--- src/rtl/gray_rd_arbiter.sv ---
// Two-master arbiter for the shared gray-image read port: round-robin between
// window engines, with a master locked in for a whole burst (capped at MAX_BURST).
module gray_rd_arbiter #(
    parameter int ADDR_W    = 14,
    parameter int DATA_W    = 8,
    parameter int MAX_BURST = 9
) (
    input  logic              clk,
    input  logic              reset,
    input  logic              gray_ready,
    output logic              gray_req,
    output logic [ADDR_W-1:0] gray_addr,
    input  logic [DATA_W-1:0] gray_data,
    input  logic              m0_req,
    input  logic [ADDR_W-1:0] m0_addr,
    input  logic              m0_last,
    output logic              m0_gnt,
    output logic              m0_rvalid,
    output logic [DATA_W-1:0] m0_rdata,
    input  logic              m1_req,
    input  logic [ADDR_W-1:0] m1_addr,
    input  logic              m1_last,
    output logic              m1_gnt,
    output logic              m1_rvalid,
    output logic [DATA_W-1:0] m1_rdata
);

    localparam int               CNT_W    = $clog2(MAX_BURST + 1);
    localparam logic [CNT_W-1:0] LAST_CNT = CNT_W'(MAX_BURST - 1);

    typedef enum logic [1:0] {
        IDLE = 2'd0,
        OWN0 = 2'd1,
        OWN1 = 2'd2
    } state_t;

    state_t           state;
    logic             rr_ptr;
    logic [CNT_W-1:0] beat_cnt;
    logic             rsel;
    logic             sel;
    logic             sel_last;
    logic             burst_end;

    always_comb begin
        sel = 1'b0;
        case (state)
            OWN0:    sel = 1'b0;
            OWN1:    sel = 1'b1;
            default: sel = (m0_req && m1_req) ? rr_ptr : m1_req;
        endcase
    end

    // Grants are qualified by reset so the port goes quiet as soon as reset asserts.
    assign m0_gnt = reset & gray_ready & m0_req & ~sel & (state == IDLE || state == OWN0);
    assign m1_gnt = reset & gray_ready & m1_req &  sel & (state == IDLE || state == OWN1);
    assign gray_req = m0_gnt | m1_gnt;

    assign gray_addr = (state == IDLE && !gray_req) ? '0 : (sel ? m1_addr : m0_addr);

    assign sel_last  = sel ? m1_last : m0_last;
    assign burst_end = sel_last || (beat_cnt == LAST_CNT);

    // Data returns one cycle after the strobe; rsel remembers who issued it.
    assign m0_rdata = rsel ? '0 : gray_data;
    assign m1_rdata = rsel ? gray_data : '0;

    always_ff @(posedge clk or negedge reset) begin
        if (!reset) begin
            state     <= IDLE;
            rr_ptr    <= 1'b0;
            beat_cnt  <= '0;
            rsel      <= 1'b0;
            m0_rvalid <= 1'b0;
            m1_rvalid <= 1'b0;
        end else begin
            m0_rvalid <= m0_gnt;
            m1_rvalid <= m1_gnt;
            if (gray_req) begin
                rsel <= sel;
                if (burst_end) begin
                    state    <= IDLE;
                    beat_cnt <= '0;
                    rr_ptr   <= ~sel;
                end else begin
                    state    <= sel ? OWN1 : OWN0;
                    beat_cnt <= beat_cnt + 1'b1;
                end
            end
        end
    end

endmodule

--- config.mk ---
export PLATFORM = sky130hd
export DESIGN_NAME = gray_rd_arbiter
export DESIGN_NICKNAME = d
export VERILOG_FILES = /design/src/rtl/gray_rd_arbiter.sv
export SDC_FILE = /design/constraint.sdc
export NUM_CORES = 1
export LEC_CHECK = 0
export CORE_ASPECT_RATIO = 0.6
export CORE_MARGIN = 4
export CORE_UTILIZATION = 30
export CTS_CLUSTER_SIZE = 20
export DETAILED_ROUTE_END_ITERATION = 10
export HOLD_SLACK_MARGIN = 0.03
export PLACE_DENSITY_LB_ADDON = 0.3
export SYNTH_ARGS = -nofsm -noshare
export SYNTH_HDL_FRONTEND = slang
export SYNTH_SLANG_ARGS = --single-unit
--- constraint.sdc ---
create_clock -name clk -period 2 [get_ports clk]
set_input_delay 0.4 -clock clk [delete_from_list [all_inputs] [get_ports clk]]
set_output_delay 0.4 -clock clk [all_outputs]
set_load 0.02 [all_outputs]
==> summary.txt, run 1 <==
Critical path
  – FF-to-FF path depth: 9
  – WS Path Type: register to output port
  – Origin of the critical flop-to-flop path: state[1]$_DFFE_PN0P_
  – WP data required: 1.60 ns
  – Reg-to-reg slack, setup: -0.04 ns
  – Setup crit end kind: output port
  – Critical Path Fanout Max: 6
  – CP Launch Type: register
  – Critical R2R Capture: beat_cnt[3]$_DFFE_PN0P_
  – Crit path DAT: 2.06 ns

Global route
  – Initial antenna violation count: 0
  – First-pass GRT wire length: 6690 um
  – Vias in the first global route: between 1000 and 1500
  – Largest net degree at the start of global routing: 18
  – GR Overflow Total: 0
  – Total GRT Usage: between 10% and 20%

Cells and area
  – Filler cells: between 200 and 250
  – Ant. Diodes: 0
  – Area growth syn-to-layout: 131%
  – Post-Layout Inst Area: 2370 um^2
  – Core Util, Final: between 70% and 80%
  – Share of cells above drive strength 1: about two fifths
  – Layout Nets: 287
  – Most frequent cells in the layout: clkdlybuf4s50_1, nand2_1, buf_4
  – Most common cell after layout, fill and taps aside: clkdlybuf4s50_1

Placed design
  – Final HPWL DP: 3150 um
  – IO buf count: 77
  – Pre-CTS WS: -0.911 ns
  – Placer Congestion: 0.958
  – Placed inst area: about 2100 um^2

Yosys
  – Syn. warnings: 0
  – Netlist cell types: 35
  – Cells after Synth: 128
  – Primary FF master, synth: dfrtp_1
  – Post-Syn Nets: 177
  – Synthesis-stage register bit count: 10
  – Avg Synthesized Cell Area: 7.99 um^2
  – Synthesized area: about 1000 um^2
  – Post-synth EDFFs: 0
  – FFs w/ async S/R, synth: 100%
  – Seq/Total Area, Yosys: 24.5%

CTS
  – CTS tree: yes
  – Clock slew at reported path FFs: around 0.050 ns
  – TritonCTS Sinks: 10
  – Clk Tree Root Cell: clkbuf_8
  – Quantity of hold-fixing buffers added after cts: 0
  – TritonCTS Buffers: 3
  – Clock latency at the later pin of the worst-skew pair: about 0.24 ns
  – Htree depth: 1
  – Max clock buf depth: 2

Min path
  – Hold path start: beat_cnt[0]$_DFFE_PN0P_
  – Hold Crit Depth: 1
  – Hold Path Class: register to register
  – Hold Path End: beat_cnt[0]$_DFFE_PN0P_

Detailed routing
  – Via count: 1331
  – Remaining antenna violation count: 0
  – Met3 routed WL: 208 um
  – WL/cell: 15.3 um
  – Uppermost layer routed: met4
  – Drt pass-1 iters: 4
  – Drt total wl: 4310 um
  – Routed vias/inst: 4.74
  – Met2 routed WL: between 2000 and 2500 um
  – Met1 WL: 1860 um
  – 1st-iter DRT viols: 55
  – # DRC: 0

STA
  – Hold Vio Cnt, Final: 0
  – Slew Viols, Final: 0
  – RSZ-0062 raised after global routing: yes
  – Setup violations, final: 20
  – Max_slew headroom: between 70 and 80%
  – Peak Freq: around 410 MHz
  – Final Cycle Share: 123%
  – Clock Skew: about 0.0022 ns
  – Worst-Margin Slew: 0.350 ns
  – Post-route setup slack: -0.464 ns
  – Final min period: 2.46 ns

Power
  – Power Dens Cells: 318 nW/um^2
  – Leak: 1.15 nW
  – Worst vdd ir: ~300 uV
  – Total power: between 0.0007 and 0.0008 W

Outcome
  – Outcome: complete, but fails checks
  – Failing checks: negative setup slack

Floorplanning
  – Row cnt: 16
  – Die Ht: 53.2 um
  – Core area: 3260 um^2
  – Chip width: 83.4 um
  – Die area: 4440 um^2
  – Initial Utilization: 31.3%
  – Top Ports: between 70 and 80

Flow run
  – MaxCap Viol Count: 0
[power by group]
group / total (W) / switching, W / internal (W) / leakage, nW
combinational: 0.000338 / 0.000146 / 0.000191 / 1.01
sequential: 0.000203 / 0.000000000381 / 0.000203 / 0.117
clock: 0.000212 / 0.0000796 / 0.000132 / 0.0216
[stage by stage]
stage / hold slack (ns) / setup TNS [ns] / cells
global route: 0.580 / -8.46 / 281
finish: 0.533 / -6.96 / 281
global placement: 0.513 / -15.23 / 268
detailed placement: 0.529 / -15.76 / 268
floorplan: 0.104 / -3.97 / 128
CTS: 0.539 / -6.99 / 280
[layout make-up]
type                       count  area, um^2  share of cell area (%)
multi-input combinational    104         885                    37.4
inverter                       9        36.3                    1.53
clock buffer                   3        41.3                    1.75
sequential                    10         251                    10.6
timing repair buffer         110        1100                    46.3
tap                           45        56.3                    2.38
[worst max path at each step]
stage | start | end | slack (ns) | cells after the start
2_1_floorplan | state[1]$_DFFE_PN0P_ | gray_addr[10] | -0.31 | 8
3_3_place_gp | gray_ready | gray_addr[2] | -0.88 | 7
3_5_place_dp | gray_ready | gray_addr[9] | -0.91 | 7
4_1_cts | state[1]$_DFFE_PN0P_ | gray_addr[10] | -0.46 | 9
5_1_grt | state[1]$_DFFE_PN0P_ | gray_addr[1] | -0.54 | 9
6_report | state[1]$_DFFE_PN0P_ | gray_addr[1] | -0.46 | 9
[synthesized netlist by cell type, types with 2 or more instances]
library cell / count / area share [%]
nand2_1: 35 / 13
a21oi_2: 10 / 8.6
dfrtp_1: 10 / 24
and2_1: 9 / 5.5
inv_1: 8 / 2.9
nor2b_1: 8 / 4.9
a21oi_1: 6 / 2.9
ha_1: 6 / 7.3
nand3_1: 4 / 2.0
nor2_1: 3 / 1.1
a21oi_4: 2 / 3.2
buf_2: 2 / 0.98
clkbuf_1: 2 / 0.73
o21ai_1: 2 / 0.98
[cells by family after synthesis]
| group | Yosys count | synth area share (%) |
|---|---|---|
| flip-flops | 10 | 24.5 |
| multiplexers | 2 | 2.45 |
| adder cells (fa/ha/maj) | 6 | 7.34 |
| AND/OR/NAND/NOR | 65 | 31.6 |
| buffers and inverters | 14 | 6.12 |
| AO/OA/AOI/OAI | 31 | 28.0 |
[routing by layer]
layer  vias up  track usage (%)
li1        649                -
met3        13             4.51
met4         0             8.15
met1       631             23.8
met2        38             31.8
met5         -                0
[critical path, cell delays in order, from the launching register on]
cell and delay [ns]:
dfrtp_1 0.38, inv_2 0.08, ha_4 0.27, and2b_4 0.21, a211oi_4 0.26, a21oi_4 0.05, and2_4 0.17, buf_12 0.15
a21oi_4 0.13, buf_6 0.13
[what timing repair did]
item | 4_1_cts | 5_1_grt
setup buffers | 10 | 4
resized for setup | 121 | 18
setup endpoints to repair | 36 | 31
pin swaps | 8 | 8
[flip-flops by register name, indices dropped and copies added, names as in the netlist]
| register | flops |
|---|---|
| beat_cnt | 4 |
| state | 2 |
| rr_ptr | 1 |
| m0_rvalid | 1 |
| rsel | 1 |
| m1_rvalid | 1 |
Note: power is estimated with default switching activity, not from simulation.
==> run 2, diff against run 1 <==
- CORE_UTILIZATION: 30 -> 34
- clock period: 2 -> 2.6 ns (I/O delays scaled with it)
==> summary.txt, run 2 (synthesis results as in run 1) <==
Floorplanning
  – Die Ht: 50.5 um (was 53.2 um)
  – Chip width: 78.8 um (was 83.4 um)
  – Row cnt: 15 (was 16)
  – Top Ports: 78 (unchanged)
  – Die area: 3980 um^2 (was 4440 um^2)
  – Initial Utilization: 35.6% (was 31.3%)
  – Core area: 2870 um^2 (was 3260 um^2)

Cells and area
  – Most common cell after layout, fill and taps aside: clkdlybuf4s50_1 (unchanged)
  – Most frequent cells in the layout: clkdlybuf4s50_1, nand2_1, buf_4 (unchanged)
  – Largest regs: beat_cnt (4), state (2) (unchanged)
  – Ant. Diodes: 0 (unchanged)
  – Top reg by flops: beat_cnt (unchanged)
  – Share of cells above drive strength 1: 37.9% (was 38.1%)
  – Core Util, Final: 80.7% (was 72.5%)
  – Layout Nets: 293 (was 287)
  – Filler cells: 174 (was 217)
  – Max reg flops: 4 (unchanged)
  – Area growth syn-to-layout: 127% (was 131%)

Critical path
  – CP endpoint: gray_addr[13] (was gray_addr[1])
  – WP data required: 2.08 ns (was 1.60 ns)
  – Setup crit end kind: output port (unchanged)
  – Crit path buf inv count: 5 (was 3)
  – Origin of the critical flop-to-flop path: state[0]$_DFFE_PN0P_ (was state[1]$_DFFE_PN0P_)
  – Crit path largest cell delay: 0.38 ns (about the same)
  – Critical Path Fanout Max: 5 (was 6)
  – Critical Path Start: state[0]$_DFFE_PN0P_ (was state[1]$_DFFE_PN0P_)
  – Most frequent CP cell: buf_4 (was a21oi_4)
  – Crit-path slowest cell: dfrtp_1 (unchanged)
  – CP cell instances: inv_2 > buf_4 > ha_4 > buf_4 > o2111a_2 > a21oi_4 > and2_4 > buf_6 > a21oi_2 > buf_4 (was inv_2 > ha_4 > and2b_4 > a211oi_4 > a21oi_4 > and2_4 > buf_12 > a21oi_4 > buf_6)
  – CP Depth: 10 (was 9)
  – Critical R2R Capture: beat_cnt[2]$_DFFE_PN0P_ (was beat_cnt[3]$_DFFE_PN0P_)
  – WS Path Type: register to output port (unchanged)
  – Crit path DAT: 2.16 ns (was 2.06 ns)
  – Reg-to-reg slack, setup: 0.46 ns (was -0.04 ns)
  – FF-to-FF path depth: 9 (unchanged)
  – Worst path top cell family by delay: buffers and inverters (was compound AO/OA/AOI/OAI gates)
  – CP Launch Type: register (unchanged)

Detailed routing
  – WL/cell: 17.9 um (was 15.3 um)
  – Drt total wl: 5100 um (was 4310 um)
  – Via count: 1438 (was 1331)
  – 1st-iter DRT viols: 45 (was 55)
  – Remaining antenna violation count: 0 (unchanged)
  – # DRC: 0 (unchanged)
  – Routed vias/inst: 5.05 (was 4.74)
  – Drt pass-1 iters: 5 (was 4)

STA
  – Setup violations, final: 13 (was 20)
  – RSZ-0062 raised after global routing: yes (unchanged)
  – Hold Vio Cnt, Final: 0 (unchanged)
  – Max_slew headroom: 70.2% (was 76.6%)
  – Slew Viols, Final: 0 (unchanged)
  – Peak Freq: 374 MHz
  – Worst-Margin Slew: 0.447 ns (was 0.350 ns)
  – Clock Skew: 0.0110 ns (was 0.00222 ns)
  – Post-route setup slack: -0.0754 ns (was -0.464 ns)
  – Final Cycle Share: 103%
  – Final min period: 2.68 ns

Global route
  – Total GRT Usage: 21.7% (was 19.0%)
  – Largest net degree at the start of global routing: 18 (unchanged)
  – Vias in the first global route: 1356 (was 1381)
  – Initial antenna violation count: 0 (unchanged)
  – GR Overflow Total: 0 (unchanged)
  – First-pass GRT wire length: 6640 um (was 6690 um)

Placed design
  – Pre-CTS WS: -0.552 ns (was -0.911 ns)
  – Placer Congestion: 0.895 (was 0.958)
  – IO buf count: 77 (unchanged)
  – Final HPWL DP: 3250 um (was 3150 um)

Power
  – Gate power share: 40.6% (was 44.9%)
  – P_int: 0.000430 W (was 0.000526 W)
  – Sw Ratio: 29.8% (was 30.0%)
  – P_sw: 0.000182 W (was 0.000226 W)
  – Clk pwr share: 33.9% (was 28.1%)
  – Leak: 1.06 nW (was 1.15 nW)
  – Total power: 0.000612 W (was 0.000752 W)
  – Part of the power in registers: 25.5% (was 27.0%)
  – Worst vdd ir: 215 uV (was 300 uV)
  – Power Dens Cells: 264 nW/um^2 (was 318 nW/um^2)

CTS
  – Clock slew at reported path FFs: 0.06 ns (was 0.05 ns)
  – Clock latency at the later pin of the worst-skew pair: 0.25 ns (was 0.24 ns)
  – CTS tree: yes (unchanged)
  – Max clock buf depth: 2 (unchanged)
  – Clk Tree Root Cell: clkbuf_8 (unchanged)
  – Htree depth: 1 (unchanged)
  – TritonCTS Sinks: 10 (unchanged)
  – TritonCTS Buffers: 3 (unchanged)

Flow run
  – MaxCap Viol Count: 0 (unchanged)

Outcome
  – Outcome: complete, but fails checks (unchanged)
  – Failing checks: negative setup slack (unchanged)

Min path
  – Hold Path Class: input pin to asynchronous set/reset pin (was register to register)
-- run 2: cell type report --
class / count / area (um^2) / share of cell area [%]
multi-input combinational: 105 / 803 / 34.6
tap: 42 / 52.6 / 2.27
clock buffer: 4 / 55.1 / 2.37
timing repair buffer: 115 / 1120 / 48.5
inverter: 9 / 33.8 / 1.46
sequential: 10 / 250 / 10.8
-- run 2: timing repair --
action                                  CTS  global route
setup buffers                             7             8
endpoints found under the setup margin   17            17
pin swaps                                 7             8
resized for setup                        82            34
cloned                                    1             1
hold buffers                              0             0
-- run 2: worst min path at each step --
stage | from | end | slack, ns | depth (start not counted)
after floorplan | reset | beat_cnt[0]$_DFFE_PN0P_ | 0.22 | 0
after global placement | beat_cnt[0]$_DFFE_PN0P_ | beat_cnt[0]$_DFFE_PN0P_ | 0.52 | 1
after detailed placement | beat_cnt[0]$_DFFE_PN0P_ | beat_cnt[0]$_DFFE_PN0P_ | 0.54 | 1
after CTS | beat_cnt[0]$_DFFE_PN0P_ | beat_cnt[0]$_DFFE_PN0P_ | 0.55 | 1
after global routing | reset | beat_cnt[2]$_DFFE_PN0P_ | 0.42 | 3
final | reset | beat_cnt[2]$_DFFE_PN0P_ | 0.39 | 3
-- run 2: per-stage QoR --
step | area, um^2 | hold slack (ns) | std cells | setup TNS [ns]
after global placement | 2010 | 0.516 | 264 | -6.93
final | 2320 | 0.393 | 285 | -0.749
after detailed placement | 2010 | 0.539 | 264 | -7.98
after floorplan | 1020 | 0.224 | 128 | 0
after CTS | 2110 | 0.546 | 276 | -0.229
after global routing | 2320 | 0.417 | 285 | -1.41
-- run 2: power by group through the flow --
stage	sequential (W)	clock, W	combinational (W)
after floorplan	0.000159	0	0.0000847
after detailed placement	0.000158	0	0.000227
after global placement	0.000158	0	0.000224
after global routing	0.000156	0.000218	0.000261
final	0.000156	0.000208	0.000249
after CTS	0.000156	0.000204	0.000219
-- run 2: per-layer routing --
layer,routed length (um),track usage [%],vias to the layer above
met5,0,0,-
met4,178,7.56,0
met3,392,5.91,21
met2,2430,35.8,76
met1,2100,27.2,679
li1,-,-,662
-- run 2: worst register-to-register path: cells and delay by family, from the launching register on --
family / cells / cell delay, ns
buffers and inverters: 3 / 0.36
adders and majority gates: 1 / 0.27
AOI/OAI and AO/OA: 3 / 0.45
and+or+nand+nor: 1 / 0.21
DFF: 1 / 0.38
muxes: 1 / 0.34
==> run 3, diff against run 2 <==
- CORE_MARGIN: 4 -> 1
==> summary.txt, run 3 (synthesis results as in run 1) <==
Global route
  – First-pass GRT wire length: 6450 um (was 6640 um)
  – Initial antenna violation count: 0 (unchanged)
  – Vias in the first global route: 1299 (was 1356)
  – GR Overflow Total: 0 (unchanged)
  – Total GRT Usage: 27.2% (was 21.7%)
  – Largest net degree at the start of global routing: 18 (unchanged)

Cells and area
  – Most common cell after layout, fill and taps aside: clkdlybuf4s50_1 (unchanged)
  – Share of cells above drive strength 1: 32.9% (was 37.9%)
  – Top reg by flops: beat_cnt (unchanged)
  – Largest regs: beat_cnt (4), state (2) (unchanged)
  – Max reg flops: 4 (unchanged)
  – Filler cells: 169 (was 174)
  – Most frequent cells in the layout: clkdlybuf4s50_1, nand2_1, buf_4 (unchanged)
  – Ant. Diodes: 0 (unchanged)
  – Area growth syn-to-layout: 110% (was 127%)
  – Layout Nets: 278 (was 293)
  – Non-Filler Instances: 268 (was 285)

Placed design
  – Placer Congestion: 0.940 (was 0.895)
  – IO buf count: 77 (unchanged)
  – Final HPWL DP: 3040 um (was 3250 um)
  – DP Cell Count: 260 (was 264)

Detailed routing
  – Routed vias/inst: 4.91 (was 5.05)
  – Met2 routed WL: 2060 um (was 2430 um)
  – Remaining antenna violation count: 0 (unchanged)
  – 1st-iter DRT viols: 69 (was 45)
  – Drt pass-1 iters: 4 (was 5)
  – WL/cell: 15.6 um (was 17.9 um)
  – Met1 WL: 1750 um (was 2100 um)
  – # DRC: 0 (unchanged)
  – Met3 routed WL: 312 um (was 392 um)
  – Via count: 1315 (was 1438)
  – Uppermost layer routed: met4 (unchanged)
  – Drt total wl: 4170 um (was 5100 um)

CTS
  – Clock slew at reported path FFs: 0.05 ns (was 0.06 ns)
  – TritonCTS Buffers: 3 (unchanged)
  – Htree depth: 1 (unchanged)
  – Clk Tree Root Cell: clkbuf_8 (unchanged)
  – Clock latency at the later pin of the worst-skew pair: 0.24 ns (was 0.25 ns)
  – TritonCTS Sinks: 10 (unchanged)
  – CTS tree: yes (unchanged)
  – Max clock buf depth: 2 (unchanged)

Floorplanning
  – Top Ports: 78 (unchanged)
  – Core area: 2680 um^2 (was 2870 um^2)
  – Die area: 3240 um^2 (was 3980 um^2)
  – Die Ht: 44.5 um (was 50.5 um)
  – Chip width: 72.8 um (was 78.8 um)
  – Row cnt: 14 (was 15)
  – Initial Utilization: 38.1% (was 35.6%)

Critical path
  – WP data required: 2.08 ns (about the same)
  – WS Path Type: register to output port (unchanged)
  – Crit-path slowest cell: dfrtp_1 (unchanged)
  – Setup crit end kind: output port (unchanged)
  – Crit path largest cell delay: 0.37 ns (was 0.38 ns)
  – Crit path buf inv count: 2 (was 5)
  – Crit path DAT: 2.03 ns (was 2.16 ns)
  – CP Launch Type: register (unchanged)
  – Critical R2R Capture: state[0]$_DFFE_PN0P_ (was beat_cnt[2]$_DFFE_PN0P_)
  – Worst path top cell family by delay: compound AO/OA/AOI/OAI gates (was buffers and inverters)
  – Critical Path Fanout Max: 7 (was 5)
  – FF-to-FF path depth: 9 (unchanged)
  – CP cell instances: inv_2 > ha_4 > and2b_4 > a22o_4 > a21oi_4 > and2_4 > a21oi_1 > buf_4 (was inv_2 > buf_4 > ha_4 > buf_4 > o2111a_2 > a21oi_4 > and2_4 > buf_6 > a21oi_2 > buf_4)
  – Reg-to-reg slack, setup: 0.40 ns (was 0.46 ns)
  – Origin of the critical flop-to-flop path: state[1]$_DFFE_PN0P_ (was state[0]$_DFFE_PN0P_)

STA
  – Slew Viols, Final: 0 (unchanged)
  – Final Cycle Share: 98.2% (was 103%)
  – Setup violations, final: 0 (was 13)
  – Hold Vio Cnt, Final: 0 (unchanged)
  – RSZ-0062 raised after global routing: yes (unchanged)
  – Peak Freq: 392 MHz (was 374 MHz)
  – Final min period: 2.55 ns (was 2.68 ns)
  – Max_slew headroom: 71.6% (was 70.2%)
  – Clock Skew: 0.00319 ns (was 0.0110 ns)
  – Worst-Margin Slew: 0.425 ns (was 0.447 ns)
  – Setup TNS: 0 ns (was -0.749 ns)

Power
  – Worst vdd ir: 322 uV (was 215 uV)
  – Leak: 0.977 nW (was 1.06 nW)
  – Power Dens Cells: 278 nW/um^2 (was 264 nW/um^2)

Min path
  – Hold Path Class: input pin to asynchronous set/reset pin (unchanged)

Outcome
  – Outcome: finished clean (was complete, but fails checks)

Flow run
  – MaxCap Viol Count: 0 (unchanged)
run 3: worst max-delay path by stage:
stage,start,endpoint,slack (ns),cells after the start
final,state[1]$_DFFE_PN0P_,gray_addr[2],0.05,8
after global routing,state[1]$_DFFE_PN0P_,gray_addr[2],-0.05,8
after CTS,state[0]$_DFFE_PN0P_,gray_req,0.01,9
after detailed placement,reset,gray_addr[13],-0.54,7
after global placement,reset,gray_addr[0],-0.46,7
after floorplan,state[1]$_DFFE_PN0P_,gray_addr[10],0.11,8
run 3: stage by stage:
stage | power [W] | hold slack (ns) | instance area [um^2] | util (%) | worst slack [ns]
finish | 0.000597 | 0.285 | 2150 | 80.3 | 0.0476
global placement | 0.000380 | 0.512 | 1990 | 74.2 | -0.458
global route | 0.000620 | 0.293 | 2150 | 80.3 | -0.0462
floorplan | 0.000243 | 0.224 | 1020 | - | 0.114
CTS | 0.000577 | 0.551 | 2080 | 77.8 | 0.0142
detailed placement | 0.000383 | 0.545 | 1990 | 74.2 | -0.545
run 3: where the power goes:
group	internal, W	total [W]	switching, W	leakage, nW
registers	0.000156	0.000156	0.000000000815	0.119
logic	0.000138	0.000242	0.000104	0.829
clock network	0.000133	0.000199	0.0000655	0.0288
total	0.000427	0.000597	0.000170	0.977
run 3: per-layer routing:
| metal | vias up | GRT usage [%] |
|---|---|---|
| li1 | 637 | - |
| met1 | 615 | 33.2 |
| met2 | 57 | 47.3 |
| met3 | 6 | 7.52 |
| met4 | 0 | 8.24 |
| met5 | - | 0 |
run 3: area by class of cell:
cell class | count | area [um^2] | area share (%)
sequential | 10 | 250 | 11.6
tap | 40 | 50.0 | 2.33
timing repair buffer | 100 | 973 | 45.3
clock buffer | 4 | 55.1 | 2.56
multi-input combinational | 105 | 788 | 36.6
inverter | 9 | 33.8 | 1.57
run 3: what timing repair did:
item | in CTS | in global routing
setup buffers | 1 | 1
hold buffers | 0 | 0
pin swaps | 2 | 4
resized for setup | 75 | 26
endpoints found under the setup margin | 17 | 16
gates cloned | 2 | 0
